**src/rtl/ula_arbitro.sv**
```systemverilog
// ula_arbitro: two requesters share one 2-bit ALU through a round-robin
// arbiter and a three-state IDLE/EXEC/RESP sequencer.
//
// Ports
//   clk, rst                      clock, synchronous active-high reset
//   reqN_valid/a/b/op (N=0,1)     operation request (op: 00 add, 01 sub, 10 and, 11 or)
//   reqN_ready                    combinational accept strobe, only in IDLE
//   resp_valid/ready              registered result handshake
//   resp_id/r/cout                issuing requester, ALU result, carry-out
//   busy                          registered, high whenever not IDLE
//   cnt0/cnt1                     saturating completed-operation counters
module ula_arbitro #(
  parameter int CNT_W = 8
) (
  input  logic             clk,
  input  logic             rst,
  input  logic             req0_valid,
  input  logic [1:0]       req0_a,
  input  logic [1:0]       req0_b,
  input  logic [1:0]       req0_op,
  output logic             req0_ready,
  input  logic             req1_valid,
  input  logic [1:0]       req1_a,
  input  logic [1:0]       req1_b,
  input  logic [1:0]       req1_op,
  output logic             req1_ready,
  output logic             resp_valid,
  input  logic             resp_ready,
  output logic             resp_id,
  output logic [1:0]       resp_r,
  output logic             resp_cout,
  output logic             busy,
  output logic [CNT_W-1:0] cnt0,
  output logic [CNT_W-1:0] cnt1
);

  typedef enum logic [1:0] {IDLE, EXEC, RESP} state_t;

  typedef struct packed {
    logic       id;
    logic [1:0] a;
    logic [1:0] b;
    logic [1:0] op;
  } op_t;

  state_t     state;
  logic       last_id;
  op_t        lat;
  op_t [1:0]  req;
  logic [1:0] vld;
  logic       gnt_id;
  logic       gnt_vld;
  logic [2:0] alu;   // {cout, r}

  assign req[0] = '{id: 1'b0, a: req0_a, b: req0_b, op: req0_op};
  assign req[1] = '{id: 1'b1, a: req1_a, b: req1_b, op: req1_op};
  assign vld    = {req1_valid, req0_valid};

  // Contention goes to whoever did not win last; otherwise the lone requester.
  always_comb begin
    gnt_id = vld[1];
    if (vld == 2'b11) gnt_id = ~last_id;
  end

  assign gnt_vld    = (state == IDLE) & (|vld);
  assign req0_ready = gnt_vld & ~gnt_id;
  assign req1_ready = gnt_vld &  gnt_id;

  // ALU runs only from the latched operands, never from the live request.
  always_comb begin
    alu = 3'd0;
    case (lat.op)
      2'b00: alu = {1'b0, lat.a} + {1'b0, lat.b};
      2'b01: alu = {1'b0, lat.a} + {1'b0, ~lat.b} + 3'd1;  // cout=1 means no borrow
      2'b10: alu = {1'b0, lat.a & lat.b};
      2'b11: alu = {1'b0, lat.a | lat.b};
      default: alu = 3'd0;
    endcase
  end

  always_ff @(posedge clk) begin
    if (rst) begin
      state      <= IDLE;
      last_id    <= 1'b1;     // requester 0 wins the first contention
      lat        <= '0;
      resp_valid <= 1'b0;
      resp_id    <= 1'b0;
      resp_r     <= 2'd0;
      resp_cout  <= 1'b0;
      busy       <= 1'b0;
      cnt0       <= '0;
      cnt1       <= '0;
    end else begin
      case (state)
        IDLE: begin
          if (gnt_vld) begin
            lat     <= req[gnt_id];
            last_id <= gnt_id;
            busy    <= 1'b1;
            state   <= EXEC;
          end
        end
        EXEC: begin
          resp_r     <= alu[1:0];
          resp_cout  <= alu[2];
          resp_id    <= lat.id;
          resp_valid <= 1'b1;
          state      <= RESP;
        end
        RESP: begin
          if (resp_ready) begin
            resp_valid <= 1'b0;
            busy       <= 1'b0;
            state      <= IDLE;
            if (resp_id) begin
              if (cnt1 != '1) cnt1 <= cnt1 + CNT_W'(1);
            end else begin
              if (cnt0 != '1) cnt0 <= cnt0 + CNT_W'(1);
            end
          end
        end
        default: state <= IDLE;
      endcase
    end
  end

endmodule
```
**config.mk**
```make
export PLATFORM = sky130hd
export DESIGN_NAME = ula_arbitro
export DESIGN_NICKNAME = d
export VERILOG_FILES = /design/src/rtl/ula_arbitro.sv
export SDC_FILE = /design/constraint.sdc
export NUM_CORES = 1
export LEC_CHECK = 0
export ABC_AREA = 1
export CORE_AREA = 2 2 62 64
export CTS_BUF_LIST = sky130_fd_sc_hd__clkbuf_8
export CTS_CLUSTER_DIAMETER = 200
export DETAILED_ROUTE_END_ITERATION = 10
export DIE_AREA = 0 0 64 66
export GPL_ROUTABILITY_DRIVEN = 0
export PLACE_DENSITY = 0.83
export RECOVER_POWER = 50
export SYNTH_ARGS = -nofsm -noshare
export SYNTH_HDL_FRONTEND = slang
export SYNTH_SLANG_ARGS = --single-unit
```
**constraint.sdc**
```tcl
create_clock -name clk -period 1.9 [get_ports clk]
set_input_delay 0.57 -clock clk [delete_from_list [all_inputs] [get_ports clk]]
set_output_delay 0.57 -clock clk [all_outputs]
set_load 0.01 [all_outputs]
```
==> impl_results.md, run 1 <==
- Outcome: finished, final reports clean
- Crit-path cells: clkdlybuf4s50_1
- Final Non-Filler Cells: 352
- Worst setup EP type: primary output
- Most frequent cells in the layout: nand2_1 (64), clkdlybuf4s50_1 (34), inv_1 (31), nor2_1 (29), dfxtp_1 (28)
- Number of port buffers: 40
- PD cells: 716 nW/um^2
- Area growth syn-to-layout: 33.8%
- YS warnings: 0
- CTS Buf Count: 5
- Synth Area in Compound Gates: 0.113
- Mapped Avg Cell Area: 7.07 sq um
- Placed insts: 342
- FF-to-FF End: cnt0[4]$_SDFFE_PP0P_
- Die area: 4220 sq um
- Final Power: 1.70 mW
- Synth Area in XOR/XNOR: 0.0197
- Number of global-route vias before repair: 1,493
- IO Pins: 41
- Synthesis-stage register bit count: 32
- Fin crit period: 1.84 ns
- Chip width: 64 um
- Area after DPL: 2270 sq um
- Fmax: 0.544 GHz
- Startpoint types: flop
- DR vias/cell: 4.84
- Fillers: 305
- Clk buf depth: 2
- Main combinational cell family by area after synthesis: simple AND/OR/NAND/NOR gates
- Clk_lat worst skew: 0.28 ns
- Peak per-stage delay on the critical path: 0.57 ns
- Final setup vio count: 0
- Post-synth net total: 277
- Ratio of cells with drive above 1 in the final layout: 0.132
- Drt pass-1 iters: 4
- Clock tree from TritonCTS: yes
- Syn Inst Count: 251
- Final Core Density: 0.669
- Unrepaired setup endpoints after global routing: no
- CTS sink cnt: 32
- Initial Util: 0.500
- Clock Tree Root: clkbuf_8
- CP required: 1.33 ns
- WL/cell: 10.4 um
- Setup_tns: 0 ns
- Final Max Tran Viols: 0
- Mux share of post-synthesis cell area: 0
- CP endpoint: cnt0[4]
- Hold WC Path Type: reg -> reg
- Largest net degree at the start of global routing: 22
- R2r startpoint: cnt0[0]$_SDFFE_PP0P_
- Core ar.: 3550 sq um
- Worst-margin pin slew: 0.454 ns
- Clock Skews: 0.00685 ns
- Worst-path clk slew: 0.07 ns
- Final nets: 329
- Final Hold Fails: 0
- Initial antenna violation count: 0
- Fin crit share: 0.967
- Total GRT Usage: 0.188
- Maximum vdd ir drop: 453 uV
- Worst Setup SP: cnt0[4]$_SDFFE_PP0P_
- Global-route wire length before repair: 6.22 mm
- # H-tree levels: 2
- Post-Syn Area: 1780 sq um
- Count of cell types in the netlist: 30
- Register-to-register path setup slack: 0.36 ns
- Remaining DRCs: 0
- Final HPWL from detailed placement: 2.69 mm
- Slowest CP cell: clkdlybuf4s50_1
- Die H: 66 um
- Crit path kind: reg -> out
- Worst Path Arrival: 1.27 ns
- Vias: 1,705
- Final ANT Viol Nets: 0
- Post-place setup slack: -0.641 ns
- CP delay by family, top: buffers and inverters
- Design area: 2380 sq um
- PnR worst setup slack: 0.0627 ns
- Adder-Cell Fraction of Synth Area: 0.0719
- Reg2reg path depth: 8
- Iteration-0 DRC Markers: 81
- Crit path max fanout: 5
- Row count: 22
- Worst path bufs/invs: 1
- Ant. Diodes: 0
- Critical Path Stages: 1
- Sequential fraction of the synthesis area: 0.361
- Most common cell after layout, fill and taps aside: nand2_1
- Slew headroom: 0.698
- Simple-gate share of the synthesized area: 0.347
- Grt ovf: 0
- Drt total wl: 3.67 mm
- Hold_ws: 0.466 ns
- Maxcap violations: 0
- Leakage power total: 0.996 nW
-- synth_stat cells --
| cell type | n | area, sq um |
|---|---|---|
| nor2_8 | 1 | 20.0 |
| fa_1 | 2 | 40.0 |
| nand4_1 | 5 | 31.3 |
| nand2_1 | 62 | 233 |
| buf_6 | 1 | 11.3 |
| a31oi_1 | 1 | 6.26 |
| nor2_1 | 30 | 113 |
| inv_2 | 3 | 11.3 |
| nand2_4 | 2 | 22.5 |
| o211ai_1 | 1 | 7.51 |
| a21oi_2 | 3 | 26.3 |
| a21boi_2 | 1 | 11.3 |
| nor3_2 | 1 | 10.0 |
| buf_2 | 1 | 5.00 |
| xor2_1 | 4 | 35.0 |
| o21ai_1 | 2 | 10.0 |
| nand3_4 | 1 | 17.5 |
| nand2_2 | 1 | 6.26 |
| nand3_1 | 21 | 105 |
| nand3b_1 | 4 | 30.0 |
| ha_1 | 7 | 87.6 |
| buf_1 | 1 | 3.75 |
| a21oi_1 | 19 | 95.1 |
| nor2_2 | 1 | 6.26 |
| nand3_2 | 1 | 10.0 |
| o21ai_0 | 9 | 45.0 |
| inv_1 | 31 | 116 |
| nor2_4 | 1 | 11.3 |
| dfxtp_1 | 32 | 641 |
| clkbuf_1 | 2 | 7.51 |
-- power by group --
part,leakage [nW],switching (mW),internal [mW]
clock,0.0645,0.244,0.462
sequential,0.263,0.0342,0.707
combinational,0.669,0.126,0.128
total,0.996,0.404,1.30
-- cells by family (layout without fill, tap and decap cells) --
logic type	count (synthesis)	count (layout)
AOI/OAI and AO/OA	36	36
xor gates and xnor gates	4	4
adders and majority gates	9	9
buffers and inverters	39	92
DFF	32	32
and+or+nand+nor	131	131
-- worst min-delay path by stage --
| stage | cells past startpoint | slack [ns] | to | start |
|---|---|---|---|---|
| after global routing | 2 | 0.48 | lat[6]$_SDFFE_PP0P_ | lat[6]$_SDFFE_PP0P_ |
| final | 2 | 0.47 | lat[6]$_SDFFE_PP0P_ | lat[6]$_SDFFE_PP0P_ |
| after floorplan | 2 | 0.44 | lat[6]$_SDFFE_PP0P_ | lat[6]$_SDFFE_PP0P_ |
| after global placement | 2 | 0.44 | lat[6]$_SDFFE_PP0P_ | lat[6]$_SDFFE_PP0P_ |
| after CTS | 2 | 0.46 | lat[6]$_SDFFE_PP0P_ | lat[6]$_SDFFE_PP0P_ |
| after detailed placement | 2 | 0.45 | lat[6]$_SDFFE_PP0P_ | lat[6]$_SDFFE_PP0P_ |
-- per-layer routing --
layer  track usage  wire length [um]  vias to the layer above
met4        0.0842                48                        0
li1              -                 -                      904
met2         0.315              1760                       41
met5             0                 0                        -
met1         0.224              1690                      755
met3        0.0511               170                        5
-- flip-flops by register name (all words and copies together), names as in the netlist --
name,flops
last_id,1
state,2
resp_cout,1
cnt0,8
cnt1,8
resp_id,1
lat,7
resp_valid,1
busy,1
resp_r,2
-- cell type report --
cell class | count | area (sq um) | share of cell area
Multi-Input combinational cell | 180 | 963 | 0.405
Sequential cell | 32 | 646 | 0.272
Timing Repair Buffer | 50 | 453 | 0.191
Inverter | 34 | 128 | 0.0537
Clock buffer | 7 | 96.3 | 0.0405
Tap cell | 48 | 60.1 | 0.0253
Clock inverter | 1 | 30.0 | 0.0126
-- repair_timing --
item / 4_1_cts / 5_1_grt
setup endpoints to repair: 2 / 6
setup buffers: 2 / 0
pin swaps: 3 / 1
gates resized for setup: 17 / 4
hold buffers: 0 / 0
(Power assumes the default switching activity.)
==> run 2, diff against run 1 <==
- CAP_MARGIN: unset -> 20
- MAX_ROUTING_LAYER: unset -> met4
==> impl_results.md, run 2 (same netlist as run 1, synthesis figures left out) <==
- # H-tree levels: 2 (unchanged)
- Ratio of cells with drive above 1 in the final layout: 0.132 (unchanged)
- Chip width: 64 um (unchanged)
- Maximum vdd ir drop: 453 uV (about the same)
- Clock Skews: 0.00685 ns (+0.0000000300 ns)
- Fin crit share: 0.965 (-0.00215)
- Number of port buffers: 40 (unchanged)
- Clk buf depth: 2 (unchanged)
- Most frequent cells in the layout: nand2_1 (64), clkdlybuf4s50_1 (34), inv_1 (31), nor2_1 (29), dfxtp_1 (28)
- IO Pins: 41 (unchanged)
- Fin crit period: 1.83 ns (-0.00409 ns)
- Fmax: 0.546 GHz (+0.22%)
- Drt pass-1 iters: 4 (unchanged)
- Die H: 66 um (unchanged)
- Die area: 4220 sq um (unchanged)
- CP required: 1.33 ns (about the same)
- Grt ovf: 0 (unchanged)
- Reg2reg path depth: 8 (unchanged)
- Unrepaired setup endpoints after global routing: no
- Core ar.: 3550 sq um (unchanged)
- CTS sink cnt: 32 (unchanged)
- Worst setup EP type: primary output
- Final HPWL from detailed placement: 2.69 mm (unchanged)
- Final setup vio count: 0 (unchanged)
- Startpoint types: flop
- Critical Path Stages: 1 (unchanged)
- DR vias/cell: 4.83 (-0.35%)
- Outcome: finished, final reports clean
- Final Max Tran Viols: 0 (unchanged)
- Drt total wl: 3.67 mm (about the same)
- Row count: 22 (unchanged)
- Ant. Diodes: 0 (unchanged)
- PD cells: 716 nW/um^2 (about the same)
- Remaining DRCs: 0 (unchanged)
- Worst-path clk slew: 0.07 ns (about the same)
- Peak per-stage delay on the critical path: 0.57 ns (about the same)
- Final Non-Filler Cells: 352 (unchanged)
- Top Registers: cnt0: 8 flops, cnt1: 8 flops, lat: 7 flops
- Hold Crit Depth: 2 (unchanged)
- Leakage power total: 0.996 nW (unchanged)
- Most common cell after layout, fill and taps aside: nand2_1
- Vias: 1,699 (-0.35%)
- Area growth syn-to-layout: 33.8% (unchanged)
- CP delay by family, top: buffers and inverters
- Total GRT Usage: 0.193 (+0.00507)
- Hold_ws: 0.466 ns (+0.00000400 ns)
- Worst path bufs/invs: 1 (unchanged)
- Crit path max fanout: 5 (unchanged)
- Global-route wire length before repair: 6.22 mm (unchanged)
- Iteration-0 DRC Markers: 77 (-4.9%)
- Crit-path cells: clkdlybuf4s50_1
- Final Hold Fails: 0 (unchanged)
- Final ANT Viol Nets: 0 (unchanged)
- Hold WC Path Type: reg -> reg
- Number of global-route vias before repair: 1,493 (unchanged)
- Initial Util: 0.500 (unchanged)
- WL/cell: 10.4 um (about the same)
- Largest net degree at the start of global routing: 22 (unchanged)
- CTS Buf Count: 5 (unchanged)
- Slew headroom: 0.698 (about the same)
- Crit path kind: reg -> out
- Worst Path Arrival: 1.26 ns (about the same)
- Placed insts: 342 (unchanged)
- Slowest CP cell: clkdlybuf4s50_1
- Worst-margin pin slew: 0.454 ns (+0.0000246 ns)
- Clock tree from TritonCTS: yes
- Final nets: 329 (unchanged)
- Clk_lat worst skew: 0.28 ns (about the same)
- Initial antenna violation count: 0 (unchanged)
- Maxcap violations: 0 (unchanged)
- Clock Tree Root: clkbuf_8
==> run 2: through the flow <==
stage | power (mW) | cell area (sq um) | setup WS (ns) | setup TNS (ns) | utilization
global placement | 1.01 | 2270 | -0.624 | -1.24 | 0.639
detailed placement | 1.01 | 2270 | -0.641 | -1.26 | 0.639
floorplan | 0.897 | 1780 | 0.0503 | 0 | -
global route | 1.79 | 2380 | 0.00992 | 0 | 0.669
finish | 1.70 | 2380 | 0.0668 | 0 | 0.669
CTS | 1.72 | 2390 | 0.00494 | 0 | 0.674
==> run 2: repair_timing <==
action | CTS | global route
setup buffers | 2 | 0
hold buffers | 0 | 0
gates resized for setup | 17 | 4
hold endpoints to repair | 0 | 0
setup endpoints to repair | 2 | 6
cloned | 0 | 0
pin swaps | 3 | 1
==> run 2: final cells by class <==
type	instances	area (sq um)
multi-input combinational	180	963
sequential	32	646
clock inverter	1	30.0
clock buffer	7	96.3
tap	48	60.1
inverter	34	128
timing repair buffer	50	453
fill	305	1170
==> run 2: report_power, final <==
part | total (mW) | internal, mW | leakage, nW | switching [mW]
combinational | 0.254 | 0.128 | 0.669 | 0.126
sequential | 0.741 | 0.707 | 0.263 | 0.0343
clock | 0.705 | 0.462 | 0.0645 | 0.243
==> run 2: worst paths after layout <==
check | startpoint | endpoint | slack, ns
worst max-delay path | cnt0[4]$_SDFFE_PP0P_ | cnt0[4] | 0.07
worst min-delay path | lat[6]$_SDFFE_PP0P_ | lat[6]$_SDFFE_PP0P_ | 0.47
worst max register to register | cnt0[0]$_SDFFE_PP0P_ | cnt0[4]$_SDFFE_PP0P_ | 0.36
worst min register to register | lat[6]$_SDFFE_PP0P_ | lat[6]$_SDFFE_PP0P_ | 0.47
==> run 2: routing by layer <==
metal | wire length (um) | GRT usage
met5 | 0 | -
met4 | 48 | 0.0842
met3 | 170 | 0.0511
met2 | 1750 | 0.315
met1 | 1700 | 0.224
